### src/rtl/mult_arbiter_pkg.sv
// mult_arbiter_pkg: shared CPU types and defaults for the multiplier arbiter
package mult_arbiter_pkg;
  localparam int unsigned WATCHDOG_DEF = 40;
  typedef enum logic [1:0] {IDLE, LAUNCH, WAIT, DONE} state_e;
endpackage

### src/rtl/mult_arbiter.sv
// mult_arbiter: round-robin arbiter sharing one multiplier between two requesters
module mult_arbiter
  import mult_arbiter_pkg::*;
#(
  parameter int unsigned WATCHDOG = WATCHDOG_DEF
) (
  input  logic        clk,
  input  logic        resetn,
  input  logic        req0,
  input  logic        req1,
  input  logic [31:0] op1_0,
  input  logic [31:0] op2_0,
  input  logic [31:0] op1_1,
  input  logic [31:0] op2_1,
  output logic        gnt0,
  output logic        gnt1,
  output logic        done0,
  output logic        done1,
  output logic [63:0] product,
  output logic        err,
  output logic        busy,
  output logic        mult_begin,
  output logic [31:0] mult_op1,
  output logic [31:0] mult_op2,
  input  logic [63:0] mult_product,
  input  logic        mult_end
);
  localparam int WDW = $clog2(WATCHDOG + 1);
  state_e           state_q, state_d;
  logic             owner_q, owner_d;
  logic             ptr_q, ptr_d;
  logic [WDW-1:0]   wd_q, wd_d;
  logic [31:0]      op1_q, op1_d, op2_q, op2_d;
  logic [63:0]      product_q, product_d;
  logic             err_q, err_d;
  logic             win;
  logic [WDW-1:0]   wd_inc;
  // Arbitration, operand capture, watchdog and result capture
  always_comb begin
    state_d   = state_q;
    owner_d   = owner_q;
    ptr_d     = ptr_q;
    wd_d      = wd_q;
    op1_d     = op1_q;
    op2_d     = op2_q;
    product_d = product_q;
    err_d     = err_q;
    win       = (req0 & req1) ? ptr_q : req1;
    wd_inc    = wd_q + WDW'(1);
    case (state_q)
      IDLE: if (req0 | req1) begin
        state_d = LAUNCH;
        owner_d = win;
        op1_d   = win ? op1_1 : op1_0;
        op2_d   = win ? op2_1 : op2_0;
      end
      LAUNCH: begin
        state_d = WAIT;
        wd_d    = '0;
      end
      WAIT: if (mult_end) begin
        state_d   = DONE;
        product_d = mult_product;
        err_d     = 1'b0;
      end else if (wd_inc == WDW'(WATCHDOG)) begin
        state_d   = DONE;
        product_d = '0;
        err_d     = 1'b1;
      end else begin
        wd_d = wd_inc;
      end
      DONE: begin
        state_d = IDLE;
        ptr_d   = ~owner_q;
      end
      default: state_d = IDLE;
    endcase
  end
  // State and datapath registers, cleared asynchronously
  always_ff @(posedge clk or negedge resetn) begin
    if (!resetn) begin
      state_q   <= IDLE;
      owner_q   <= 1'b0;
      ptr_q     <= 1'b0;
      wd_q      <= '0;
      op1_q     <= '0;
      op2_q     <= '0;
      product_q <= '0;
      err_q     <= 1'b0;
    end else begin
      state_q   <= state_d;
      owner_q   <= owner_d;
      ptr_q     <= ptr_d;
      wd_q      <= wd_d;
      op1_q     <= op1_d;
      op2_q     <= op2_d;
      product_q <= product_d;
      err_q     <= err_d;
    end
  end
  assign gnt0       = (state_q == LAUNCH) & ~owner_q;
  assign gnt1       = (state_q == LAUNCH) & owner_q;
  assign done0      = (state_q == DONE) & ~owner_q;
  assign done1      = (state_q == DONE) & owner_q;
  assign mult_begin = state_q == LAUNCH;
  assign busy       = state_q != IDLE;
  assign mult_op1   = op1_q;
  assign mult_op2   = op2_q;
  assign product    = product_q;
  assign err        = err_q;
endmodule

### config.mk
export PLATFORM = sky130hd
export DESIGN_NAME = mult_arbiter
export DESIGN_NICKNAME = d
export VERILOG_FILES = /design/src/rtl/mult_arbiter_pkg.sv /design/src/rtl/mult_arbiter.sv
export SDC_FILE = /design/constraint.sdc
export NUM_CORES = 1
export LEC_CHECK = 0
export ABC_AREA = 1
export CAP_MARGIN = 15
export CORE_ASPECT_RATIO = 1.1
export CORE_MARGIN = 4
export CORE_UTILIZATION = 42
export CTS_BUF_LIST = sky130_fd_sc_hd__clkbuf_16
export CTS_CLUSTER_SIZE = 24
export DETAILED_ROUTE_END_ITERATION = 10
export PLACE_DENSITY = 0.88
export REMOVE_ABC_BUFFERS = 1
export SLEW_MARGIN = 40
export SYNTH_ARGS = -nofsm -noshare
export SYNTH_HDL_FRONTEND = slang
export SYNTH_SLANG_ARGS = --single-unit
### constraint.sdc
create_clock -name clk -period 2.8 [get_ports clk]
set_input_delay 0.7 -clock clk [delete_from_list [all_inputs] [get_ports clk]]
set_output_delay 0.7 -clock clk [all_outputs]
set_load 0.02 [all_outputs]
==> Word-level counts from Yosys, hierarchy flattened <==
Cells that the tools add are included.
{ "totals": {"inputBits": 197, "ff_bits": 139, "wordCells": 46, "out_inout_bits": 135} }
{ "op_classes": {"addsub": 1, "reduce_logical": 8, "eq_ne": 8, "n_mux": 14, "n_bitwise": 7} }
{ "op_table": {"columns": ["operator", "count"], "rows": [
  ["64-bit 2-to-1 mux", 2],
  ["32-bit 2-to-1 mux", 2],
  ["6-bit 2-to-1 mux", 2],
  ["6-bit one-hot mux with 2 select lines", 1],
  ["2-bit one-hot mux with 4 select lines", 1],
  ["6-bit by 1-bit adder with 6-bit output (second input constant)", 1],
  ["6-bit == test (second input constant)", 1],
  ["2-bit 2-to-1 mux", 3],
  ["2-bit != test (second input constant)", 3],
  ["2-bit AND reduction", 3],
  ["2-bit nonzero test", 3],
  ["1-bit bitwise AND", 5],
  ["2-bit == test (second input constant)", 2],
  ["1-bit 2-to-1 mux", 3],
  ["3-bit != test (second input constant)", 1],
  ["3-bit AND reduction", 1],
  ["2-bit by 1-bit == test with 1-bit output (second input constant)", 1],
  ["2-bit logical NOT", 1],
  ["1-bit inverter", 1],
  ["1-bit bitwise OR", 1]
]} }

==> Depth between registers and ports, before layout <==
Gate-level depths: netlist (run 1).
{ "depth": {"word_depth": 5, "mapped_depth": 10} }

==> Least setup slack after synthesis (run 1) <==
No wires, ideal clock.
{ "synth_timing": {"kind": "register to output", "from": "reg state_q[1]", "to": "out gnt0", "path_buffers": 0, "t_arrival_ns": 1.097, "stages_incl_launch_ff": 5, "slack_ns": 1.003, "cell_sequence": "dfrtp_1 -> inv_1 -> ha_1 -> inv_1 -> nor2_1"} }
{ "synth_between": {"elab_chain_cells": 2} }
{ "synth_rtl": {"columns": ["item", "line", "text"], "rows": [
  ["start: declaration", "mult_arbiter.sv:29", "state_e state_q, state_d;"],
  ["start signal: assignment", "mult_arbiter.sv:91", "state_q <= state_d;"],
  ["2-bit by 1-bit == test with 1-bit output", null, null],
  ["named net mult_begin", "mult_arbiter.sv:22", "output logic mult_begin,"],
  ["1-bit bitwise AND", "mult_arbiter.sv:101", "assign gnt0 = (state_q == LAUNCH) & ~owner_q;"],
  ["end: declaration", "mult_arbiter.sv:15", "output logic gnt0,"]
]} }
The timed path passes the listed nets, and every way through them passes these cells.

==> Final worst setup path (run 1) <==
{ "layout_timing": {"from": "reg state_q[0]", "to": "out busy"} }
{ "layout_between": {"elab_chain_cells": 1} }
{ "layout_rtl": {"columns": ["item", "line", "text"], "rows": [
  ["2-bit nonzero test", "mult_arbiter.sv:106", "assign busy = state_q != IDLE;"],
  ["end: declaration", "mult_arbiter.sv:21", "output logic busy,"]
]} }
No other way between the ends.

==> impl_metrics.env, run 1 <==
export IMPL_cts_hold_buffers=0
export IMPL_num_vias=6355
export IMPL_fin_crit_sh_pct=94.0
export IMPL_htree_levels=4
export IMPL_required_ns=2.10
export IMPL_place_congestion=0.893
export IMPL_numCtsBuffers=17
export IMPL_fmax_mhz=380
export IMPL_die_area_mm2=0.0165
export IMPL_cts_sinks=139
export IMPL_yosysMostFrequentCell="nand2_1"
export IMPL_antenna_found_initial=3
export IMPL_n_fill_cell=1042
export IMPL_synth_ff_type="dfrtp_1"
export IMPL_timing_final_ws_setup_ns=0.169
export IMPL_ant_nets=0
export IMPL_tightest_slew_ns=0.498
export IMPL_worstSkewPairLatency_ns=0.41
export IMPL_maxSlewHeadroom_pct=66.8
export IMPL_cts_root_buffer="clkbuf_16"
export IMPL_wl_per_cell_um=17.5
export IMPL_clk_pin_slew_ns=0.06
export IMPL_dp_slack_ns=0.572
export IMPL_cp_max_fo=4
export IMPL_grt_pass1_wl_mm=32.4
export IMPL_grt_overflow_total=0
export IMPL_post_dp_hpwl_mm=15.7
export IMPL_area_growth_pct=66.4
export IMPL_grt_pass1_vias=6218
export IMPL_drive_gt1_share_pct=5.12
export IMPL_drt_pre_antenna_iters=6
export IMPL_drc=0
export IMPL_core_mm2=0.0140
export IMPL_ios=332
export IMPL_die_h_um=134
export IMPL_post_route_min_period_ns=2.63
export IMPL_crit_arrival_ns=1.93
export IMPL_status="finished, final reports clean"
export IMPL_rsz0062_at_grt="false"
export IMPL_timing_hold_ws_ns=0.179
export IMPL_finalHoldViolations=0
export IMPL_synth_area_top_cells="dfrtp_1 57%, nand2_1 14%, o21ai_0 8.5%, nand3_1 5.8%, nor2_1 4.2%"
export IMPL_synth_edf_count=0
export IMPL_worst_setup_path_type="register to output port"
export IMPL_nets=1243
export IMPL_ys_types=22
export IMPL_cts_buffer_depth=2
export IMPL_std_cell_rows=45
export IMPL_synth_top_area_cell="dfrtp_1"
export IMPL_postCtsSetupBuffers=0
export IMPL_yosysWarningCount=0
export IMPL_vdd_drop_max_mv=0.585
export IMPL_powerDensity_mw_per_mm2=1100
export IMPL_synth_top_area_share_pct=57.0
export IMPL_yosys_top_cells_count="221 x nand2_1, 139 x dfrtp_1, 104 x o21ai_0, 71 x nand3_1, 69 x nor2_1"
export IMPL_grt_max_degree=72
export IMPL_drtIter0Drc=320
export IMPL_rrSetupSlack_ns=0.64
export IMPL_clock_skew_final_ns=0.00810
export IMPL_slew_violations=0
export IMPL_die_w_um=123
export IMPL_setup_viol=0
export IMPL_numPortBuffers=331
export IMPL_ys_async_sr_fraction_pct=100
export IMPL_p_leak_nw=4.60
export IMPL_end_kind="output port"
export IMPL_initial_core_util_pct=43.6
export IMPL_yosysSeqAreaShare_pct=57.0
export IMPL_ctsResizeCount=0
export IMPL_power_mw=11.2
export IMPL_hold_path_class="input port to async pin"
export IMPL_drt_total_wl_mm=21.7
export IMPL_maxCapViolCount=0
export IMPL_ys_seq_elements=139
export IMPL_cp_start_kind="register"
export IMPL_netlist_instances=727
export IMPL_cts_tree="done"
export IMPL_vias_per_cell=5.11
export IMPL_netlist_area_mm2=0.00611
export IMPL_postSynthAreaPerCell_um2=8.40
export IMPL_track_usage_pct=25.2
## kinds of logic after synthesis
kind of cell | after synthesis | share of synthesized area [%]
AOI/OAI and AO/OA | 137 | 11.3
DFF | 139 | 57.0
adders and majority gates | 5 | 1.02
and+or+nand+nor | 375 | 25.3
buffers and inverters | 71 | 5.37
## per-layer routing
| metal | part of all wire, % | GRT usage, % |
|---|---|---|
| met4 | 3.5 | 9.91 |
| met3 | 10 | 9.05 |
| met5 | 0.060 | 0 |
| met1 | 37 | 29.5 |
| met2 | 49 | 42.3 |
## registers in the layout (all words and copies together), names as in the netlist
signal	cells
ptr_q	1
mult_op1	32
state_q	2
err	1
product	64
owner_q	1
mult_op2	32
wd_q	6
## final timing paths
path / startpoint / endpoint / cells past startpoint
worst max-delay path: state_q[0]$_DFFE_PN0P_ / busy / 4
worst min-delay path: resetn / product[55]$_DFFE_PN0P_ / 1
worst max register to register: wd_q[0]$_DFFE_PN0P_ / product[46]$_DFFE_PN0P_ / 9
worst min register to register: mult_op2[19]$_DFFE_PN0P_ / mult_op2[19]$_DFFE_PN0P_ / 2
max in group asynchronous: resetn / product[7]$_DFFE_PN0P_ / 2
min in group clk: mult_op2[19]$_DFFE_PN0P_ / mult_op2[19]$_DFFE_PN0P_ / 2
## power by group
| part | total, mW | leakage [nW] | internal, mW | switching [mW] |
|---|---|---|---|---|
| Clock | 2.14 | 0.274 | 1.29 | 0.849 |
| Sequential | 3.51 | 1.72 | 2.95 | 0.561 |
| Combinational | 5.52 | 2.61 | 2.49 | 3.03 |
## through the flow
step | instance area (um^2) | cells | utilization, % | TNS, ns
floorplan | 5860 | 677 | - | -96.86
global placement | 9600 | 1210 | 68.5 | 0
detailed placement | 9600 | 1210 | 68.5 | 0
CTS | 10200 | 1242 | 72.4 | 0
global route | 10200 | 1244 | 72.5 | 0
finish | 10200 | 1244 | 72.5 | 0
## layout make-up
class	instances	area, um^2	area share [%]
multi-input combinational	517	2320	22.9
tap	188	235	2.31
sequential	139	3480	34.2
inverter	21	78.8	0.776
antenna	2	5.00	0.0492
clock buffer	17	425	4.19
timing repair buffer	345	3480	34.3
clock inverter	15	134	1.32
## critical path, stage by stage, from the launching register on
cell,delay [ns]
dfrtp_1,0.41
inv_1,0.08
ha_1,0.21
inv_1,0.16
clkdlybuf4s50_1,0.66
## layout by cell type, fill, tap and decap left out, types with 3 or more instances in the layout
cell,count
a21oi_1,3
buf_12,5
buf_4,9
clkbuf_16,17
clkdlybuf4s50_1,330
clkinv_1,3
clkinv_2,3
clkinvlp_4,3
dfrtp_1,139
ha_1,5
inv_1,20
inv_2,3
nand2_1,221
nand3_1,71
nand4_1,8
nor2_1,69
o21ai_0,104
o21ai_1,26
No activity file was read; power rests on OpenSTA's default activity.
==> inputs of run 2 (changes only) <==
--- a/config.mk
+++ b/config.mk
@@ -16,4 +16,5 @@
 export PLACE_DENSITY = 0.88
 export REMOVE_ABC_BUFFERS = 1
+export SETUP_SLACK_MARGIN = 0.1
 export SLEW_MARGIN = 40
 export SYNTH_ARGS = -nofsm -noshare
==> constraint.sdc (replaced) <==
create_clock -name clk -period 2.8 [get_ports clk]
set_input_delay 0.7 -clock clk [delete_from_list [all_inputs] [get_ports clk]]
set_output_delay 0.7 -clock clk [all_outputs]
set_load 0.05 [all_outputs]
==> impl_metrics.env, run 2 (synthesized netlist as in run 1, its figures left out) <==
export IMPL_final_common_cell="clkdlybuf4s50_1"
export IMPL_cp_max_fo=4
export IMPL_drt_total_wl_mm=21.8
export IMPL_slew_violations=0
export IMPL_grt_overflow_total=0
export IMPL_post_route_min_period_ns=2.60
export IMPL_netSwitchingFraction_pct=49.1
export IMPL_vdd_drop_max_mv=0.742
export IMPL_ant_nets=0
export IMPL_initial_core_util_pct=43.6
export IMPL_pwr_share_clk_pct=16.7
export IMPL_powerDensity_mw_per_mm2=1310
export IMPL_final_util_pct=72.6
export IMPL_internal_power_mw=6.79
export IMPL_maxSlewHeadroom_pct=60.3
export IMPL_postCtsSetupBuffers=0
export IMPL_cts_buffer_depth=2
export IMPL_track_usage_pct=25.7
export IMPL_cts_tree="done"
export IMPL_fin_setup_tns_ns=0
export IMPL_pwr_share_comb_pct=57.1
export IMPL_numPortBuffers=331
export IMPL_grt_pass1_wl_mm=32.7
export IMPL_antenna_found_initial=0
export IMPL_clock_skew_final_ns=0.00697
export IMPL_num_vias=6327
export IMPL_final_cell_mix="325 x clkdlybuf4s50_1, 221 x nand2_1, 139 x dfrtp_1"
export IMPL_maxCapViolCount=0
export IMPL_ios=332
export IMPL_cts_root_buffer="clkbuf_16"
export IMPL_numCtsBuffers=17
export IMPL_fmax_mhz=384
export IMPL_cts_sinks=139
export IMPL_largest_register_ff_count=64
export IMPL_r2r_start="wd_q[0]$_DFFE_PN0P_"
export IMPL_end_kind="output port"
export IMPL_r2r_cells=9
export IMPL_power_switching_mw=6.56
export IMPL_rsz0062_at_grt="false"
export IMPL_core_mm2=0.0140
export IMPL_status="finished, final reports clean"
export IMPL_rrSetupSlack_ns=0.60
export IMPL_die_area_mm2=0.0165
export IMPL_finalHoldViolations=0
export IMPL_n_fill_cell=1006
export IMPL_fin_crit_sh_pct=92.9
export IMPL_drc=0
export IMPL_setup_viol=0
export IMPL_timing_final_ws_setup_ns=0.199
export IMPL_die_h_um=134
export IMPL_drtIter0Drc=441
export IMPL_worst_setup_path_type="register to output port"
export IMPL_die_w_um=123
export IMPL_dp_slack_ns=0.428
export IMPL_rr_endpoint="product[56]$_DFFE_PN0P_"
export IMPL_required_ns=2.10
export IMPL_place_congestion=0.880
export IMPL_nets=1243
export IMPL_tightest_slew_ns=0.593
export IMPL_cts_hold_buffers=0
export IMPL_vias_per_cell=5.09
export IMPL_drt_pre_antenna_iters=5
export IMPL_worstSkewPairLatency_ns=0.41
export IMPL_drive_gt1_share_pct=5.22
export IMPL_clk_pin_slew_ns=0.06
export IMPL_crit_arrival_ns=1.90
export IMPL_grt_pass1_vias=6245
export IMPL_cp_start_kind="register"
export IMPL_p_leak_nw=4.65
export IMPL_area_growth_pct=66.8
export IMPL_grt_max_degree=72
export IMPL_pwr_share_seq_pct=26.2
export IMPL_hold_path_class="input port to async pin"
export IMPL_post_dp_hpwl_mm=15.7
export IMPL_std_cell_rows=45
export IMPL_wl_per_cell_um=17.6
export IMPL_htree_levels=4
## run 2: cell types whose count changed in the layout (fill, tap and decap cells not counted)
cell | previous run | this run
clkinv_1 | 3 | 2
dlymetal6s2s_1 | 0 | 2
clkdlybuf4s50_1 | 330 | 325
bufinv_16 | 2 | 3
inv_1 | 20 | 19
dlygate4sd2_1 | 0 | 3
clkinvlp_4 | 3 | 4
clkinv_4 | 1 | 0
## run 2: critical path, stage by stage, from the launching register on
cell and delay (ns):
dfrtp_1 0.41, inv_1 0.09, ha_1 0.18, clkdlybuf4s50_1 0.82
## run 2: power by group through the flow
stage          Clock (mW)  Combinational, mW  Sequential, mW
2_1_floorplan           0               1.66            6.54
3_3_place_gp            0               7.56            3.48
3_5_place_dp            0               7.66            3.52
4_1_cts              2.26               7.69            3.50
5_1_grt              2.33               8.08            3.60
6_report             2.22               7.62            3.50
## run 2: final cells by class
| cell class | instances | area (um^2) | share of cell area [%] |
|---|---|---|---|
| clock inverter | 14 | 155 | 1.52 |
| clock buffer | 17 | 425 | 4.18 |
| antenna | 2 | 5.00 | 0.0491 |
| timing repair buffer | 345 | 3480 | 34.2 |
| inverter | 21 | 78.8 | 0.774 |
| multi-input combinational | 517 | 2320 | 22.8 |
| tap | 188 | 235 | 2.31 |
| sequential | 139 | 3480 | 34.2 |
## run 2: layer usage
layer	wire length [um]	vias up	part of all wire (%)	global-route usage, %
li1	-	3004	-	-
met1	8170	2964	37	29.6
met2	10500	303	48	41.9
met3	2240	56	10	9.55
met4	949	0	4.3	12.8
met5	0	-	0	0
## run 2: timing repair
action | 4_1_cts | 5_1_grt
endpoints found under the setup margin | 3 | 2
gates cloned | 0 | 0
resized for setup | 3 | 2
## run 2: per-stage QoR
step / area, um^2 / hold slack (ns) / instances / power, mW
after global routing: 10200 / 0.197 / 1241 / 14.0
after detailed placement: 9600 / 0.475 / 1210 / 11.2
final: 10200 / 0.179 / 1243 / 13.3
after floorplan: 5860 / 0.404 / 677 / 8.20
after global placement: 9600 / 0.464 / 1210 / 11.0
after CTS: 10200 / 0.179 / 1241 / 13.4
## run 2: worst max-delay path by stage
stage / slack [ns] / from / endpoint / cells past startpoint
after floorplan: -1.53 / state_q[0]$_DFFE_PN0P_ / owner_q$_DFFE_PN0P_ / 7
after global placement: 0.47 / state_q[0]$_DFFE_PN0P_ / busy / 4
after detailed placement: 0.43 / state_q[0]$_DFFE_PN0P_ / busy / 4
after CTS: 0.12 / state_q[0]$_DFFE_PN0P_ / done0 / 4
after global routing: 0.11 / state_q[1]$_DFFE_PN0P_ / mult_begin / 3
final: 0.20 / state_q[1]$_DFFE_PN0P_ / mult_begin / 3
==> inputs of run 3 (changes only) <==
Settings changed: CTS_CLUSTER_DIAMETER from default to 30.
==> results of run 3 <==
No change in the layout: final DEF, timing and power equal those of run 2.
